[src/rtl/inst_mem_loader_pkg.sv]
// Shared definitions for the program-memory loader: loader FSM states and memory geometry.
package inst_mem_loader_pkg;

    localparam int MEM_DEPTH  = 128;
    localparam int WORD_BYTES = 4;

    typedef enum logic [1:0] {
        IDLE,
        COUNT,
        DATA,
        CHECK
    } ld_state_e;

endpackage

[src/rtl/inst_mem_loader_ram_2r1w.sv]
// 2^AW x DW array: one synchronous write port, two combinational read ports.
// Contents are not reset, so they survive a system reset.
module imem_ram_2r1w #(
    parameter int AW = 7,
    parameter int DW = 32
) (
    input  logic          clk_i,
    input  logic          we_i,
    input  logic [AW-1:0] waddr_i,
    input  logic [DW-1:0] wdata_i,
    input  logic [AW-1:0] raddr0_i,
    output logic [DW-1:0] rdata0_o,
    input  logic [AW-1:0] raddr1_i,
    output logic [DW-1:0] rdata1_o
);

    logic [DW-1:0] mem [2**AW];

    always_ff @(posedge clk_i) begin
        if (we_i) begin
            mem[waddr_i] <= wdata_i;
        end
    end

    assign rdata0_o = mem[raddr0_i];
    assign rdata1_o = mem[raddr1_i];

endmodule

[src/rtl/inst_mem_loader.sv]
// Program memory with a framed byte-stream loader: count byte, 4*N data bytes (MSB first),
// XOR check byte. The CPU is released from reset only after a frame whose checksum matches.
module inst_mem_loader
    import inst_mem_loader_pkg::*;
#(
    parameter int AW = $clog2(MEM_DEPTH)
) (
    input  logic        clk,
    input  logic        clrn,
    input  logic        load_start,
    input  logic        in_valid,
    input  logic [7:0]  in_data,
    output logic        in_ready,
    output logic        busy,
    output logic        done,
    output logic        err,
    output logic        cpu_resetn,
    input  logic [31:0] a,
    output logic [31:0] inst,
    input  logic [31:0] rom_a,
    output logic [31:0] d_f_rom
);

    localparam int NMAX = 1 << AW;

    ld_state_e   state_q, state_d;
    logic [AW:0] ptr_q, ptr_d;
    logic [AW:0] nwords_q, nwords_d;
    logic [1:0]  bcnt_q, bcnt_d;
    logic [23:0] shift_q, shift_d;
    logic [7:0]  csum_q, csum_d;
    logic        err_q, err_d;
    logic        done_q, done_d;
    logic        run_q, run_d;

    logic        accept;
    logic        we;
    logic [31:0] wdata;
    logic        unused_addr_bits;

    assign in_ready   = (state_q != IDLE);
    assign busy       = (state_q != IDLE);
    assign done       = done_q;
    assign err        = err_q;
    assign cpu_resetn = run_q;
    assign accept     = in_valid && in_ready;
    assign wdata      = {shift_q, in_data};

    always_comb begin
        state_d  = state_q;
        ptr_d    = ptr_q;
        nwords_d = nwords_q;
        bcnt_d   = bcnt_q;
        shift_d  = shift_q;
        csum_d   = csum_q;
        err_d    = err_q;
        done_d   = 1'b0;
        run_d    = run_q;
        we       = 1'b0;
        case (state_q)
            IDLE: begin
                if (load_start) begin
                    state_d = COUNT;
                    run_d   = 1'b0;
                    err_d   = 1'b0;
                    ptr_d   = '0;
                    bcnt_d  = '0;
                    csum_d  = '0;
                end
            end
            COUNT: begin
                if (accept) begin
                    if (32'(in_data) > NMAX) begin
                        state_d = IDLE;
                        err_d   = 1'b1;
                    end else begin
                        state_d  = DATA;
                        // A count of zero means a full-depth image.
                        nwords_d = (in_data == 8'd0) ? (AW+1)'(NMAX) : (AW+1)'(in_data);
                    end
                end
            end
            DATA: begin
                if (accept) begin
                    csum_d = csum_q ^ in_data;
                    bcnt_d = bcnt_q + 2'd1;
                    if (bcnt_q == 2'(WORD_BYTES - 1)) begin
                        we    = 1'b1;
                        ptr_d = ptr_q + (AW+1)'(1);
                        // ptr is one bit wider than the index, so a full image ends at NMAX.
                        if (ptr_q + (AW+1)'(1) == nwords_q) begin
                            state_d = CHECK;
                        end
                    end else begin
                        shift_d = {shift_q[15:0], in_data};
                    end
                end
            end
            CHECK: begin
                if (accept) begin
                    state_d = IDLE;
                    if (csum_q == in_data) begin
                        done_d = 1'b1;
                        run_d  = 1'b1;
                    end else begin
                        err_d  = 1'b1;
                    end
                end
            end
            default: state_d = IDLE;
        endcase
    end

    always_ff @(posedge clk or negedge clrn) begin
        if (!clrn) begin
            state_q  <= IDLE;
            ptr_q    <= '0;
            nwords_q <= '0;
            bcnt_q   <= '0;
            shift_q  <= '0;
            csum_q   <= '0;
            err_q    <= 1'b0;
            done_q   <= 1'b0;
            run_q    <= 1'b0;
        end else begin
            state_q  <= state_d;
            ptr_q    <= ptr_d;
            nwords_q <= nwords_d;
            bcnt_q   <= bcnt_d;
            shift_q  <= shift_d;
            csum_q   <= csum_d;
            err_q    <= err_d;
            done_q   <= done_d;
            run_q    <= run_d;
        end
    end

    imem_ram_2r1w #(
        .AW (AW),
        .DW (32)
    ) u_ram (
        .clk_i    (clk),
        .we_i     (we),
        .waddr_i  (ptr_q[AW-1:0]),
        .wdata_i  (wdata),
        .raddr0_i (a[AW+1:2]),
        .rdata0_o (inst),
        .raddr1_i (rom_a[AW+1:2]),
        .rdata1_o (d_f_rom)
    );

    // Byte-lane and above-depth address bits are don't-care for word reads.
    assign unused_addr_bits = ^{a[31:AW+2], a[1:0], rom_a[31:AW+2], rom_a[1:0]};

endmodule

[config.mk]
export PLATFORM = sky130hd
export DESIGN_NAME = inst_mem_loader
export DESIGN_NICKNAME = d
export VERILOG_FILES = /design/src/rtl/inst_mem_loader_pkg.sv /design/src/rtl/inst_mem_loader_ram_2r1w.sv /design/src/rtl/inst_mem_loader.sv
export SDC_FILE = /design/constraint.sdc
export NUM_CORES = 2
export LEC_CHECK = 0
export CAP_MARGIN = 5
export CELL_PAD_IN_SITES_DETAIL_PLACEMENT = 1
export CELL_PAD_IN_SITES_GLOBAL_PLACEMENT = 1
export CORE_MARGIN = 1
export CORE_UTILIZATION = 57
export DETAILED_ROUTE_END_ITERATION = 10
export PLACE_DENSITY_LB_ADDON = 0.1
export SYNTH_ARGS = -nofsm -noshare
export SYNTH_HDL_FRONTEND = slang
export SYNTH_SLANG_ARGS = --single-unit
[constraint.sdc]
create_clock -name clk -period 5.76 [get_ports clk]
set_input_delay 1.152 -clock clk [delete_from_list [all_inputs] [get_ports clk]]
set_output_delay 1.152 -clock clk [all_outputs]
set_load 0.02 [all_outputs]
Yosys cells after proc, flatten, opt, wreduce, memory -nomap -nowiden
Memories as Yosys holds them, arrays and structs flattened. Cells that the tools add are included.

Memories kept: 1. Memory bits (read-only): 0. Input bits: 76. Word-level logic and storage cells: 80. Bits in latches: 0. Flip-flop bits (word level): 55. Bits in writable memories: 4096. Output and inout port bits: 69.

Memories: u_ram.mem (depth 128, width 32, rd ports 2, clocked after memory_dff 0, write ports 1, line inst_mem_loader_ram_2r1w.sv:17) `logic [DW-1:0] mem [2**AW];`.

Reductions and logical operators: 14. Mux-type cells: 35. Bitwise gates (word level): 3. $mul: 0. Order comparisons: 1. Add/subtract/negate cells: 2. Eq/ne operators: 15. Div/mod/pow operators: 0. Shift operators: 0.

Operators by type and width (number): 8-bit 2-to-1 mux (5); 8-bit case mux with 2 select lines (2); 2-bit 2-to-1 mux (9); 2-bit != test (second input constant) (9); 8-bit == test (2); 1-bit 2-to-1 mux (15); 6-bit AND reduction (2); 3-bit AND reduction (3); 8-bit by 1-bit adder with 8-bit output (second input constant) (1); 8-bit > comparator (second input constant) (1); 8-bit zero test (1); 2-bit case mux with 4 select lines (1); 4-bit AND reduction (2); 8-bit bitwise XOR (1); 2-bit == test (second input constant) (3); 2-bit nonzero test (3); 2-bit case mux with 2 select lines (1); 1-bit case mux with 3 select lines (1); 3-bit nonzero test (1); 2-bit by 1-bit adder with 2-bit output (second input constant) (1); 2-bit by 1-bit == test with 1-bit output (second input constant) (1); 2-bit zero test (1); 1-bit inverter (2); 1-bit case mux with 2 select lines (1); 1-bit logical AND (1).

Longest topological paths before layout
Word-level depth: 6. Gate-level depth with buffers: 8. Mapped depth without buffers: 6.

Modules after synthesis
Synthesis repeated with hierarchy kept, for this count alone.

Cells, all modules: 7869. Area total of the unflattened synthesis: 190178.6 µm².

By module, submodules not included: imem_ram_2r1w (cells each 7637, times used 1, sequential area each 122998.0 µm², area an instance 187484.8 µm²); inst_mem_loader (cells each 232, times used 1, sequential area each 1376.3 µm², area an instance 2693.8 µm²).

Worst setup path before layout
Ideal clock, no wire load.

Path kind: input to output. Start: in rom_a[2]. End: out d_f_rom[10]. Data arrival time: 3849 ps. Slack: 759 ps. Path buffers: 3. Stages: 7. Data required time: 4608 ps. Cell sequence: clkbuf_1 buf_2 buf_1 mux4_2 mux4_2 mux4_2 mux2_2.

Word-level cells in the longest chain between the ends: 1.

RTL lines: start: declaration (line inst_mem_loader.sv:20) `input logic [31:0] rom_a,`; memory read 128 x 32 bit; end: declaration (line inst_mem_loader.sv:21) `output logic [31:0] d_f_rom`.

No other way between the ends.

Worst setup path after layout
Start: in rom_a[2]. End: out d_f_rom[17].

The elaborated chain is that of the path after synthesis.

==> impl_metrics.ini <==
[run_status]
outcome = finished with violations
violations = setup timing

[critical_path]
worst_ep_arrival_time_ns = 4.62
critPathKind = in -> out
path_cells = buf_16 -> buf_12 -> buf_12 -> mux4_2 -> mux4_2 -> mux4_2 -> mux2_2 -> clkdlybuf4s50_1
endpoint_kind = output pin
crit_buf_inv = 4
slowest_stage = mux4_2
cp_top_family = multiplexers
cp_max_fo = 16
crit_path_frequent_cell = mux4_2
startpoint_type = input pin
r2r_setup_slack_ns = 1.67
cpPeakStageDelay_ns = 0.61
crit_required_ns = 4.61

[power]
clkPwrFrac_pct = 37.8
combPwrFrac_pct = 10.8
internal_power_mw = 55.1
powerDensity_nw_per_um2 = 338
power.net_switching_mw = 18.3
ir_drop_uv = 315
p_leak_nw = 67.2
sw_frac_of_total_pct = 24.9
seqPwrFrac_pct = 51.4

[timing]
worstMarginPinSlew_ns = 1.39
fin_ws_ns = -0.00863
final_max_slew_viol_count = 0
slew-limit-headroom_pct = 7.25
fmax_mhz = 173
fin_skew_ns = 0.0440
post-route-min-period_ns = 5.77
timing.hold.ws_ns = 0.313
hold_violations = 0
setup_tns_ns = -0.00863
finalSetupViolCount = 1
post-route-period-util_pct = 100

[synthesis]
synth_common_cells = 4096 x edfxtp_1, 2688 x mux4_2, 344 x clkbuf_1
synth_nets = 7944
synth_area_sq_um = 190000
synth-async-reset-ratio_pct = 1.32
syn_inst = 7866
synth.largest_area_cell = edfxtp_1
avgSynthCellArea_sq_um = 24.2
yosysMostFrequentCell = edfxtp_1
yosysSeqAreaShare_pct = 65.4
synth_top_area_share_pct = 64.7
ys_types = 45
synth_area_leaders = edfxtp_1 65%, mux4_2 32%, dfrtp_1 0.72%, clkbuf_1 0.68%, mux2_2 0.56%
ys_ff_latch = 4151
ys_warn_count = 0
synth_flop_cell = edfxtp_1
synth-edff-count = 4096

[drt]
drc = 0
ant_nets = 0
vias = 104000
totalWireLength_microns = 626000
firstDrtPassIters = 5
drtIter0Drc = 16400
wl_per_cell_microns = 47.5
vias_per_cell = 7.90

[final_layout]
nNetsFinal = 8517
stdcell_count = 13200
syn_to_final_growth_pct = 14.2
post_route_cells_drive_above_1_share_pct = 48.9

[clock_network]
root_buffer = clkbuf_16
cts_hold_buf = 0
cts.sinks = 4151
htreeDepth = 5
clkTransAtPathRegs_ns = 0.06
clkLatencyLatePin_ns = 1.00
cts_buffer_depth = 4
cts_tree = yes
cts-buffers-inserted = 427

[placed_design]
pre_cts_slack_ns = -0.00944
hpwlAfterDp_microns = 376000
place_congestion = 0.852
dp_cells = 12400
io_buffers = 94

[floorplan]
core_sq_um = 331000
rows = 211
fp.dieArea_sq_um = 336000
dieHeight_microns = 579
ios = 145
die_x_microns = 579
initial_core_util_pct = 57.4

[global_route]
grt_pass1_vias = 106000
grt_pass1_wl_microns = 860000
grt_max_degree = 131
grt.total_usage_pct = 37.8
overflow = 0
antenna_found_initial = 49

[flow_run]
drv_cap = 0

[hold_path]
worst_hold_path_type = in -> async
-- registers in the layout, summed over array words and instances (netlist names), named ones only --
signal / cells
u_ram.mem: 4096
shift_q: 24
csum_q: 8
nwords_q: 8
ptr_q: 8
bcnt_q: 2
cpu_resetn: 1
done: 1
err: 1
state_q: 1
-- per-layer routing --
metal | routed length (microns) | GRT usage, % | vias to the layer above
li1 | - | - | 37200
met1 | 213000 | 50.4 | 56800
met2 | 298000 | 58.9 | 8376
met3 | 75800 | 9.42 | 1693
met4 | 38700 | 19.6 | 24
met5 | 159 | 0 | -
-- stage by stage --
step                cell area, sq um  power, mW  util [%]
finish                        217000       73.4      65.5
global route                  217000       74.8      65.5
CTS                           217000       73.3      65.5
detailed placement            203000       46.1      61.4
global placement              203000       45.6      61.4
floorplan                     190000       42.4         -
-- cells in the final DEF (no fill, tap or decap), drive strengths merged, types with 2 or more instances in the layout --
cell and instances:
a21oi 4, a22o 2, buf 740, bufinv 39
clkbuf 531, clkdlybuf4s50 29, clkinv 185, clkinvlp 15
dfrtp 55, diode 15, dlymetal6s2s 5, edfxtp 4096
ha 2, inv 22, mux2 95, mux4 2688
nand2 32, nand3 13, nand3b 2, nand4 2
nor2 156, nor2b 8, nor3 4, nor3b 2
nor4 4, o21ai 29, or3 2, xnor2 8
xor2 9
-- cell families (layout without fill, tap and decap cells) --
kind of cell | count (synthesis) | count (layout) | share of synthesized area (%)
other | 0 | 15 | 0
DFF | 4151 | 4151 | 65.4
xor gates and xnor gates | 17 | 17 | 0.0784
and+or+nand+nor | 231 | 231 | 0.507
AOI/OAI and AO/OA | 47 | 47 | 0.151
buffers and inverters | 634 | 1566 | 1.38
adders and majority gates | 2 | 2 | 0.0132
muxes | 2784 | 2784 | 32.4
-- final cells by class --
class / instances / area (sq um)
antenna: 15 / 37.5
clock buffer: 531 / 11300
clock inverter: 257 / 2390
fill: 25000 / 114000
inverter: 4 / 15.0
multi-input combinational: 3081 / 64000
sequential: 4151 / 124000
tap: 4366 / 5460
timing repair buffer: 774 / 9220
-- final timing paths --
| path | endpoint | cells after the start | startpoint |
|---|---|---|---|
| min in group clk | csum_q[5] | 1 | csum_q[5] |
| worst max register to register | u_ram.mem[101][24] | 4 | ptr_q[6] |
| max in group asynchronous | shift_q[9] | 2 | clrn |
| worst min register to register | csum_q[5] | 1 | csum_q[5] |
| worst min-delay path | shift_q[11] | 2 | clrn |
| worst max-delay path | d_f_rom[17] | 8 | rom_a[2] |
-- power groups by stage --
stage | logic, mW | clock network (mW) | registers (mW)
global route | 8.24 | 28.8 | 37.8
CTS | 7.71 | 27.9 | 37.7
detailed placement | 7.69 | 0 | 38.4
floorplan | 3.44 | 0 | 39.0
global placement | 7.37 | 0 | 38.2
finish | 7.93 | 27.7 | 37.7
-- timing repair --
| action | in CTS | in global routing |
|---|---|---|
| resized for setup | 2 | 11 |
| pin swaps | 0 | 0 |
| buffers inserted | 0 | 0 |
| setup endpoints to repair | 2 | 10 |
Power figures use the tool's default switching activity.
